--- config.mk ---
export PLATFORM = sky130hd
export DESIGN_NAME = mem_io_bridge
export DESIGN_NICKNAME = d
export VERILOG_FILES = /design/src/rtl/slc3_pkg.sv /design/src/rtl/mem_io_bridge_sync2.sv /design/src/rtl/mem_io_bridge.sv
export SDC_FILE = /design/constraint.sdc
export NUM_CORES = 1
export LEC_CHECK = 0
export ABC_AREA = 1
export BUFFER_PORTS_ARGS = -buffer_cell sky130_fd_sc_hd__buf_2
export CAP_MARGIN = 20
export CORE_MARGIN = 4
export CORE_UTILIZATION = 40
export CTS_BUF_LIST = sky130_fd_sc_hd__clkbuf_8
export DETAILED_ROUTE_END_ITERATION = 6
export PLACE_DENSITY = 0.79
export SYNTH_ARGS = -nofsm -noshare
export SYNTH_HDL_FRONTEND = slang
export SYNTH_SLANG_ARGS = --single-unit
--- constraint.sdc ---
create_clock -name Clk -period 1.88 [get_ports Clk]
set_clock_uncertainty 0.2 [all_clocks]
set_input_delay 0.188 -clock Clk [delete_from_list [all_inputs] [get_ports Clk]]
set_output_delay 0.188 -clock Clk [all_outputs]
set_load 0.05 [all_outputs]
--- src/rtl/slc3_pkg.sv ---
// Shared types and constants for the SLC-3 memory/IO bridge.
package slc3_pkg;

  typedef enum logic [2:0] {
    IDLE     = 3'd0,
    RD_WAIT  = 3'd1,
    RD_HOLD  = 3'd2,
    WR_PULSE = 3'd3,
    WR_HOLD  = 3'd4,
    WR_END   = 3'd5
  } mem_io_state_t;

  localparam logic [15:0] IO_ADDR_DEFAULT = 16'hFFFF;
  localparam int          SRAM_ADDR_W     = 20;

endpackage

--- src/rtl/mem_io_bridge_sync2.sv ---
// Two-flop synchronizer with synchronous reset, used for the board switches.
module sync2 #(
  parameter int W = 16
) (
  input  logic         Clk,
  input  logic         Reset,
  input  logic [W-1:0] d,
  output logic [W-1:0] q
);

  logic [W-1:0] meta;

  always_ff @(posedge Clk) begin
    if (Reset) begin
      meta <= '0;
      q    <= '0;
    end else begin
      meta <= d;
      q    <= meta;
    end
  end

endmodule

--- src/rtl/mem_io_bridge.sv ---
// SLC-3 bridge from control-unit Mem_OE/Mem_WE strobes to external SRAM cycles.
// Define MEM_IO_MAP_EN to decode IO_ADDR as switches (read) / hex display (write).
module mem_io_bridge
  import slc3_pkg::*;
#(
  parameter int          READ_WAIT = 0,
  parameter logic [15:0] IO_ADDR   = IO_ADDR_DEFAULT
) (
  input  logic                   Clk,
  input  logic                   Reset,
  input  logic [15:0]            MAR,
  input  logic [15:0]            Data_from_CPU,
  input  logic                   Mem_OE,
  input  logic                   Mem_WE,
  input  logic                   LD_LED,
  input  logic [11:0]            IR,
  input  logic [15:0]            Switches,
  input  logic [15:0]            SRAM_Data_in,
  output logic [SRAM_ADDR_W-1:0] SRAM_ADDR,
  output logic [15:0]            SRAM_Data_out,
  output logic                   SRAM_Drive,
  output logic                   SRAM_OE_N,
  output logic                   SRAM_WE_N,
  output logic [15:0]            Data_to_CPU,
  output logic                   Rd_valid,
  output logic                   Ready,
  output logic [15:0]            HEX_Data,
  output logic [11:0]            LED,
  output mem_io_state_t          dbg_state
);

  // Handshake: a request is the active-low Mem_OE/Mem_WE level, sampled every
  // edge. Ready high means the bridge is idle or Data_to_CPU holds a read
  // (Rd_valid); a requester holding a strobe while Ready is low is stalled.

  localparam int CNT_W = $clog2(READ_WAIT + 2);

  mem_io_state_t    state, state_nxt;
  logic [CNT_W-1:0] cnt, cnt_inc_val;
  logic             cnt_clr, cnt_inc, capture, latch_wr, load_hex;
  logic             is_io;
  logic [15:0]      wr_data, sw_sync, rd_data;

`ifdef MEM_IO_MAP_EN
  logic [15:0] hex_q;

  assign is_io = (MAR == IO_ADDR);

  sync2 #(.W(16)) u_sw_sync (
    .Clk   (Clk),
    .Reset (Reset),
    .d     (Switches),
    .q     (sw_sync)
  );

  always_ff @(posedge Clk) begin
    if (Reset)         hex_q <= '0;
    else if (load_hex) hex_q <= Data_from_CPU;
  end

  assign HEX_Data = hex_q;
`else
  logic unused_io;

  assign is_io     = 1'b0;
  assign sw_sync   = '0;
  assign HEX_Data  = '0;
  assign unused_io = ^{Switches, IO_ADDR, load_hex};
`endif

  assign cnt_inc_val = cnt + 1'b1;
  assign rd_data     = is_io ? sw_sync : SRAM_Data_in;

  always_ff @(posedge Clk) begin
    if (Reset) state <= IDLE;
    else       state <= state_nxt;
  end

  // Writes win over reads when both strobes are low in IDLE.
  always_comb begin
    state_nxt = state;
    cnt_clr   = 1'b0;
    cnt_inc   = 1'b0;
    capture   = 1'b0;
    latch_wr  = 1'b0;
    load_hex  = 1'b0;
    case (state)
      IDLE: begin
        if (!Mem_WE) begin
          latch_wr = 1'b1;
          if (is_io) begin
            load_hex  = 1'b1;
            state_nxt = WR_END;
          end else begin
            state_nxt = WR_PULSE;
          end
        end else if (!Mem_OE) begin
          cnt_clr = 1'b1;
          if (READ_WAIT == 0) begin
            capture   = 1'b1;
            state_nxt = RD_HOLD;
          end else begin
            state_nxt = RD_WAIT;
          end
        end
      end
      RD_WAIT: begin
        cnt_inc = 1'b1;
        if (cnt_inc_val == READ_WAIT[CNT_W-1:0]) begin
          capture   = 1'b1;
          state_nxt = RD_HOLD;
        end
      end
      RD_HOLD:  if (Mem_OE) state_nxt = IDLE;
      WR_PULSE: state_nxt = WR_HOLD;
      WR_HOLD:  state_nxt = WR_END;
      WR_END:   if (Mem_WE) state_nxt = IDLE;
      default:  state_nxt = IDLE;
    endcase
  end

  always_ff @(posedge Clk) begin
    if (Reset) begin
      cnt         <= '0;
      wr_data     <= '0;
      Data_to_CPU <= '0;
      LED         <= '0;
    end else begin
      if (cnt_clr)      cnt <= '0;
      else if (cnt_inc) cnt <= cnt_inc_val;
      if (latch_wr) wr_data     <= Data_from_CPU;
      if (capture)  Data_to_CPU <= rd_data;
      if (LD_LED)   LED         <= IR;
    end
  end

  // Write strobe and drive decode from the state register only, so no glitches.
  assign SRAM_WE_N     = (state != WR_PULSE);
  assign SRAM_Drive    = (state == WR_PULSE) || (state == WR_HOLD);
  assign SRAM_OE_N     = Mem_OE | ~Mem_WE | is_io |
                         (state == WR_PULSE) | (state == WR_HOLD) | (state == WR_END);
  assign SRAM_ADDR     = {{(SRAM_ADDR_W-16){1'b0}}, MAR};
  assign SRAM_Data_out = wr_data;
  assign Rd_valid      = (state == RD_HOLD);
  assign Ready         = (state == IDLE) || (state == RD_HOLD);
  assign dbg_state     = state;

endmodule

==> out/metrics.cfg, run 1 <==
[critical_path]
crit_chain=inv_1 > nor3_2 > a21oi_1 > inv_1 > buf_2
crit_slowest_cell=dfxtp_4
worstSetupEndpointType=output port
worst-setup-path-type=reg2out
critical_path_required_ps=1490
max_stage_delay_ps=420
regToRegSetupSlack_ps=380
startpoint_type=flop
critical-path-top-cell-by-count=inv_1
cp_max_fo=8
timing.critical_path.arrival_ps=1350

[synth]
syn_avg_cell_area_sq_um=7.72
post_synth_num_cell_types=24
synthTopCellsByArea=dfxtp_1, nor2_1, buf_4, o21ai_0, buf_6
netlist_area_sq_um=2120
synth_sequential_area_ratio_pct=45.4
netlist.area_leader.share_pct=45.4
number_of_instances_in_the_synthesized_netlist=274
yosysTopAreaCell=dfxtp_1
ys.warnings.count=0
postSynthRegisterBits=48

[timing]
timing.final.crit_share_pct=92.3
timing.setup.tns_ps=0
setup_viol=0
max_freq_mhz=576
grt_setup_unrepaired=false
timing.final.max_slew_violations=0
finalWorstPathRequiredPeriod_ps=1730
hold_viol_final=0

[global_route]
globalRouteTotalUtil_pct=19.2
global_route_congestion_overflow_total=0
grt_start_max_net_pins=47
grt_pass1_vias=2133
grt_pass1_wl_um=9800
grt_antenna_before_repair=0

[clock_tree]
cts.sink_count=48
cts_tree=done
clock_path_buffers=2
cts_post_setup_buffers_inserted=0
htree_num_levels=2
ctsRootBufferMaster=clkbuf_8
cts_made_buffers=5
clk_transition_reported_paths_ps=90
clk-insertion-delay-late_ps=290

[place]
gp_congestion=0.726
dp_hpwl_um=3620
buffer_ports.inserted=100

[status]
status=complete, no violations

[final_layout]
post-route-util_pct=59.0
layout.filler_cells=455
final_common_cell=buf_2
layout.area.seq_sq_um=970
mostFrequentLayoutCells=buf_2, nor2_1, dfxtp_1, dlygate4sd3_1, o21ai_0
nNetsFinal=482
synthToLayoutAreaGrowth_pct=42.5
num_antenna_cells=0
area_occupied_by_multi_input_gates_sq_um=841
layout-drive-gt1-share_pct=32.8

[flow_run]
timing.max_cap.violations=0

[floorplanning]
fp.coreArea_sq_um=5110
die_w_um=80.7
initial_core_util_pct=41.4
die_height_um=80.7
pin_count=169
die_outline_area_sq_um=6520
fp-row-count=26

[power]
leakagePower_uw=0.00156
irDropWorstVdd_mv=0.669
power_density_nw_per_um2=1340

[routing]
avgRoutedWirePerCell_um=12.7
via_per_inst=4.50
totalWireLength_um=5980
drtIter0Drc=92
antenna_violating_nets_post_route=0
detailroute.via_count=2125
drc=0
drt_pass1_iterations=4

[hold_path]
holdCritPathClass=in2reg

sequential cells by signal, summed over array words and instances, names as in the netlist:
name / flops
dbg_state: 3
cnt: 1
LED: 12
Data_to_CPU: 16
SRAM_Data_out: 16
critical path, delay by kind of cell (launching register included):
family | cells | cell delay (ps)
buffers and inverters | 3 | 400
AOI/OAI and AO/OA | 1 | 90
and+or+nand+nor | 1 | 160
DFF | 1 | 420
stage by stage:
step / worst slack, ps / cells / hold slack, ps / total power [uW] / area [sq um]
final: 145 / 472 / 119 / 4040 / 3020
after global routing: 5.39 / 472 / 133 / 4270 / 3020
after CTS: 50.1 / 472 / 86.5 / 4050 / 3010
after detailed placement: 392 / 419 / 176 / 3340 / 2470
after global placement: 392 / 419 / 176 / 3310 / 2470
after floorplan: 5.85 / 293 / 49.7 / 3070 / 2200
worst paths after layout:
path              cells after the start                      endpoint                   startpoint
setup / recovery                      5                    SRAM_Drive    dbg_state[1]$_SDFFE_PP0P_
hold / removal                        3           LED[2]$_SDFFE_PP0P_                       LD_LED
setup reg to reg                      6  Data_to_CPU[10]$_SDFFE_PP0P_    dbg_state[0]$_SDFFE_PP0P_
hold reg to reg                       2   Data_to_CPU[8]$_SDFFE_PP0P_  Data_to_CPU[8]$_SDFFE_PP0P_
where the power goes:
part	internal (uW)	switching, uW
registers	1260	153
logic	469	1530
clock network	294	332
layout make-up:
class,instances,share of cell area (%)
multi-input combinational,185,27.9
inverter,14,1.91
sequential,48,32.2
clock buffer,6,2.74
timing repair buffer,147,32.0
tap,70,2.90
clock inverter,2,0.373
layer usage:
layer	global-route usage, %	part of all wire (%)	vias up
li1	-	-	1062
met1	22.2	40	958
met2	33.2	49	93
met3	6.54	9.5	12
met4	6.08	1.1	0
met5	0	0	-
kinds of logic (layout without fill, tap and decap cells):
| family | after synthesis | count (layout) | share of synthesized area, % |
|---|---|---|---|
| simple gates | 117 | 117 | 24.1 |
| buf+inv | 60 | 169 | 18.7 |
| compound gates | 48 | 48 | 11.6 |
| flops | 48 | 48 | 45.4 |
| other cells | 1 | 20 | 0.177 |
Yosys cell counts (all sizes together):
master	n
nand3b	1
dfxtp	48
nor3	3
buf	40
inv	14
nand4	1
o21ai	44
a211oi	1
clkbuf	6
conb	1
nand2	10
a21oi	2
o21bai	1
nand3	5
nor2	97
timing repair:
item / 4_1_cts / 5_1_grt
resized for setup: 0 / 1
hold buffers: 45 / 0
endpoints found under the hold margin: 46 / 0
setup endpoints to repair: 0 / 2
(Power assumes the default switching activity.)
==> inputs of run 2 (changes only) <==
--- a/config.mk
+++ b/config.mk
@@ -8,6 +8,7 @@
 export ABC_AREA = 1
 export BUFFER_PORTS_ARGS = -buffer_cell sky130_fd_sc_hd__buf_2
 export CAP_MARGIN = 20
+export CORE_ASPECT_RATIO = 0.6
 export CORE_MARGIN = 4
 export CORE_UTILIZATION = 40
 export CTS_BUF_LIST = sky130_fd_sc_hd__clkbuf_8
==> run 2 against run 1 <==
  * Hold slack worse by 4.5 ps
  * Setup slack worse by 18 ps
  * Core utilization rose by 0.34 points
  * Maximum frequency down 1.0%
  * Sequential power hardly changed
  * Critical path depth unchanged
  * Highest routed layer unchanged
==> out/metrics.cfg, run 2 (synthesis results as in run 1) <==
[status]
status=complete, no violations  ; unchanged

[final_layout]
nNetsFinal=483  ; was 482
mostFrequentLayoutCells=buf_2, nor2_1, dfxtp_1, dlygate4sd3_1, o21ai_0  ; unchanged
design_area_sq_um=3020  ; about the same
layout-drive-gt1-share_pct=33.0  ; was 32.8%
synthToLayoutAreaGrowth_pct=42.6  ; was 42.5%
num_antenna_cells=0  ; unchanged
final_common_cell=buf_2  ; unchanged

[power]
comb_power_share_pct=49.6  ; about the same
relative_contribution_of_the_clock_network_to_total_power_pct=15.3  ; was 15.5%
switching_share_pct=49.6  ; was 50.0%
switchingPower_uw=1990  ; was 2020 uW
p_int_uw=2020  ; about the same
irDropWorstVdd_mv=0.917  ; was 0.669 mV
power.share.sequential_pct=35.0  ; was 34.9%
power_density_nw_per_um2=1330  ; was 1340 nW/um^2
p_total_uw=4010  ; was 4040 uW
leakagePower_uw=0.00157  ; was 0.00156 uW

[timing]
timing.setup.tns_ps=0  ; unchanged
holdWs_ps=114  ; was 119 ps
hold_viol_final=0  ; unchanged
finalWorstPathRequiredPeriod_ps=1750  ; was 1730 ps
timing.final.max_slew_violations=0  ; unchanged
timing.final.crit_share_pct=93.2  ; was 92.3%
timing.final.ws_setup_ps=128  ; was 145 ps
grt_setup_unrepaired=false  ; unchanged
setup_viol=0  ; unchanged
max_freq_mhz=571  ; was 576 MHz

[critical_path]
worstSetupEndpointType=output port  ; unchanged
worst-setup-path-type=reg2out  ; unchanged
timing.critical_path.arrival_ps=1360  ; was 1350 ps
worstSetupStartpoint=dbg_state[0]$_SDFFE_PP0P_  ; was dbg_state[1]$_SDFFE_PP0P_
cp_max_fo=5  ; was 8
startpoint_type=flop  ; unchanged
r2r-start=dbg_state[0]$_SDFFE_PP0P_  ; unchanged
critical_path_required_ps=1490  ; about the same

[place]
dp_hpwl_um=3600  ; was 3620 um
gp_congestion=0.784  ; was 0.726
place_ws_ps=376  ; was 392 ps
buffer_ports.inserted=100  ; unchanged
placed_area_sq_um=2470  ; about the same

[routing]
detailroute.via_count=2086  ; was 2125
drt_pass1_iterations=4  ; unchanged
avgRoutedWirePerCell_um=11.9  ; was 12.7 um
totalWireLength_um=5590  ; was 5980 um
via_per_inst=4.45  ; was 4.50
drtIter0Drc=102  ; was 92
drc=0  ; unchanged
antenna_violating_nets_post_route=0  ; unchanged

[flow_run]
timing.max_cap.violations=0  ; unchanged

[clock_tree]
clk-insertion-delay-late_ps=280  ; was 290 ps
cts_tree=done  ; unchanged
clk_transition_reported_paths_ps=80  ; was 90 ps
clock_path_buffers=2  ; unchanged
cts_made_buffers=5  ; unchanged
htree_num_levels=2  ; unchanged
ctsRootBufferMaster=clkbuf_8  ; unchanged
cts.sink_count=48  ; unchanged

[floorplanning]
fp-row-count=20  ; was 26
die_w_um=102  ; was 80.7 um
fp.coreArea_sq_um=5080  ; was 5110 sq um
die_outline_area_sq_um=6560  ; was 6520 sq um
die_height_um=64.3  ; was 80.7 um
pin_count=169  ; unchanged
initial_core_util_pct=41.7  ; was 41.4%

[global_route]
grt_pass1_wl_um=9210  ; was 9800 um
grt_pass1_vias=2004  ; was 2133
grt_antenna_before_repair=0  ; unchanged
globalRouteTotalUtil_pct=17.5  ; was 19.2%
grt_start_max_net_pins=27  ; was 47
global_route_congestion_overflow_total=0  ; unchanged

[hold_path]
holdCritPathClass=in2reg  ; unchanged
min_from=LD_LED  ; unchanged

-- run 2: cell types whose count changed in the layout (fill, tap and decap cells not counted), sizes merged --
cell      change
inv           +1
buf           +1
clkinvlp      -1
-- run 2: worst paths after layout --
check | end | slack, ps | cells past startpoint
hold reg to reg | Data_to_CPU[7]$_SDFFE_PP0P_ | 300 | 2
setup / recovery | SRAM_Drive | 130 | 5
hold / removal | LED[0]$_SDFFE_PP0P_ | 110 | 3
setup reg to reg | Data_to_CPU[10]$_SDFFE_PP0P_ | 410 | 7
-- run 2: critical path: stages (launching register included) --
cell and delay (ps):
dfxtp_4 390, inv_2 70, nor3_2 210, a21oi_1 90, inv_1 60, buf_2 250
-- run 2: metal layers --
| layer | vias to the layer above | GRT usage (%) | wire (um) |
|---|---|---|---|
| li1 | 1064 | - | - |
| met1 | 930 | 20.5 | 2400 |
| met2 | 82 | 30.3 | 2670 |
| met3 | 10 | 5.34 | 428 |
| met4 | 0 | 6.06 | 93 |
| met5 | - | 0 | 0 |
-- run 2: what timing repair did --
| action | 4_1_cts | 5_1_grt |
|---|---|---|
| resized for setup | 0 | 1 |
| setup buffers | 0 | 0 |
| hold endpoints to repair | 46 | 0 |
| setup endpoints to repair | 0 | 2 |
| hold buffers | 45 | 0 |
-- run 2: area by class of cell --
class	instances	area, sq um
clock buffers	6	82.6
flip-flops and latches	48	970
well taps	66	82.6
repair buffers	148	973
clock inverters	2	10.0
fillers	449	2060
multi-input cells	185	841
inverters	14	57.6
-- run 2: power groups by stage --
stage / logic, uW / registers [uW] / clock network, uW
floorplan: 897 / 2170 / 0
finish: 1990 / 1410 / 615
global route: 2120 / 1440 / 697
CTS: 1990 / 1400 / 642
detailed placement: 1910 / 1420 / 0
global placement: 1900 / 1410 / 0
-- run 2: through the flow --
stage	utilization [%]	instances
after global routing	59.4	469
after global placement	48.6	416
after CTS	59.3	469
final	59.4	469
after floorplan	-	293
after detailed placement	48.6	416
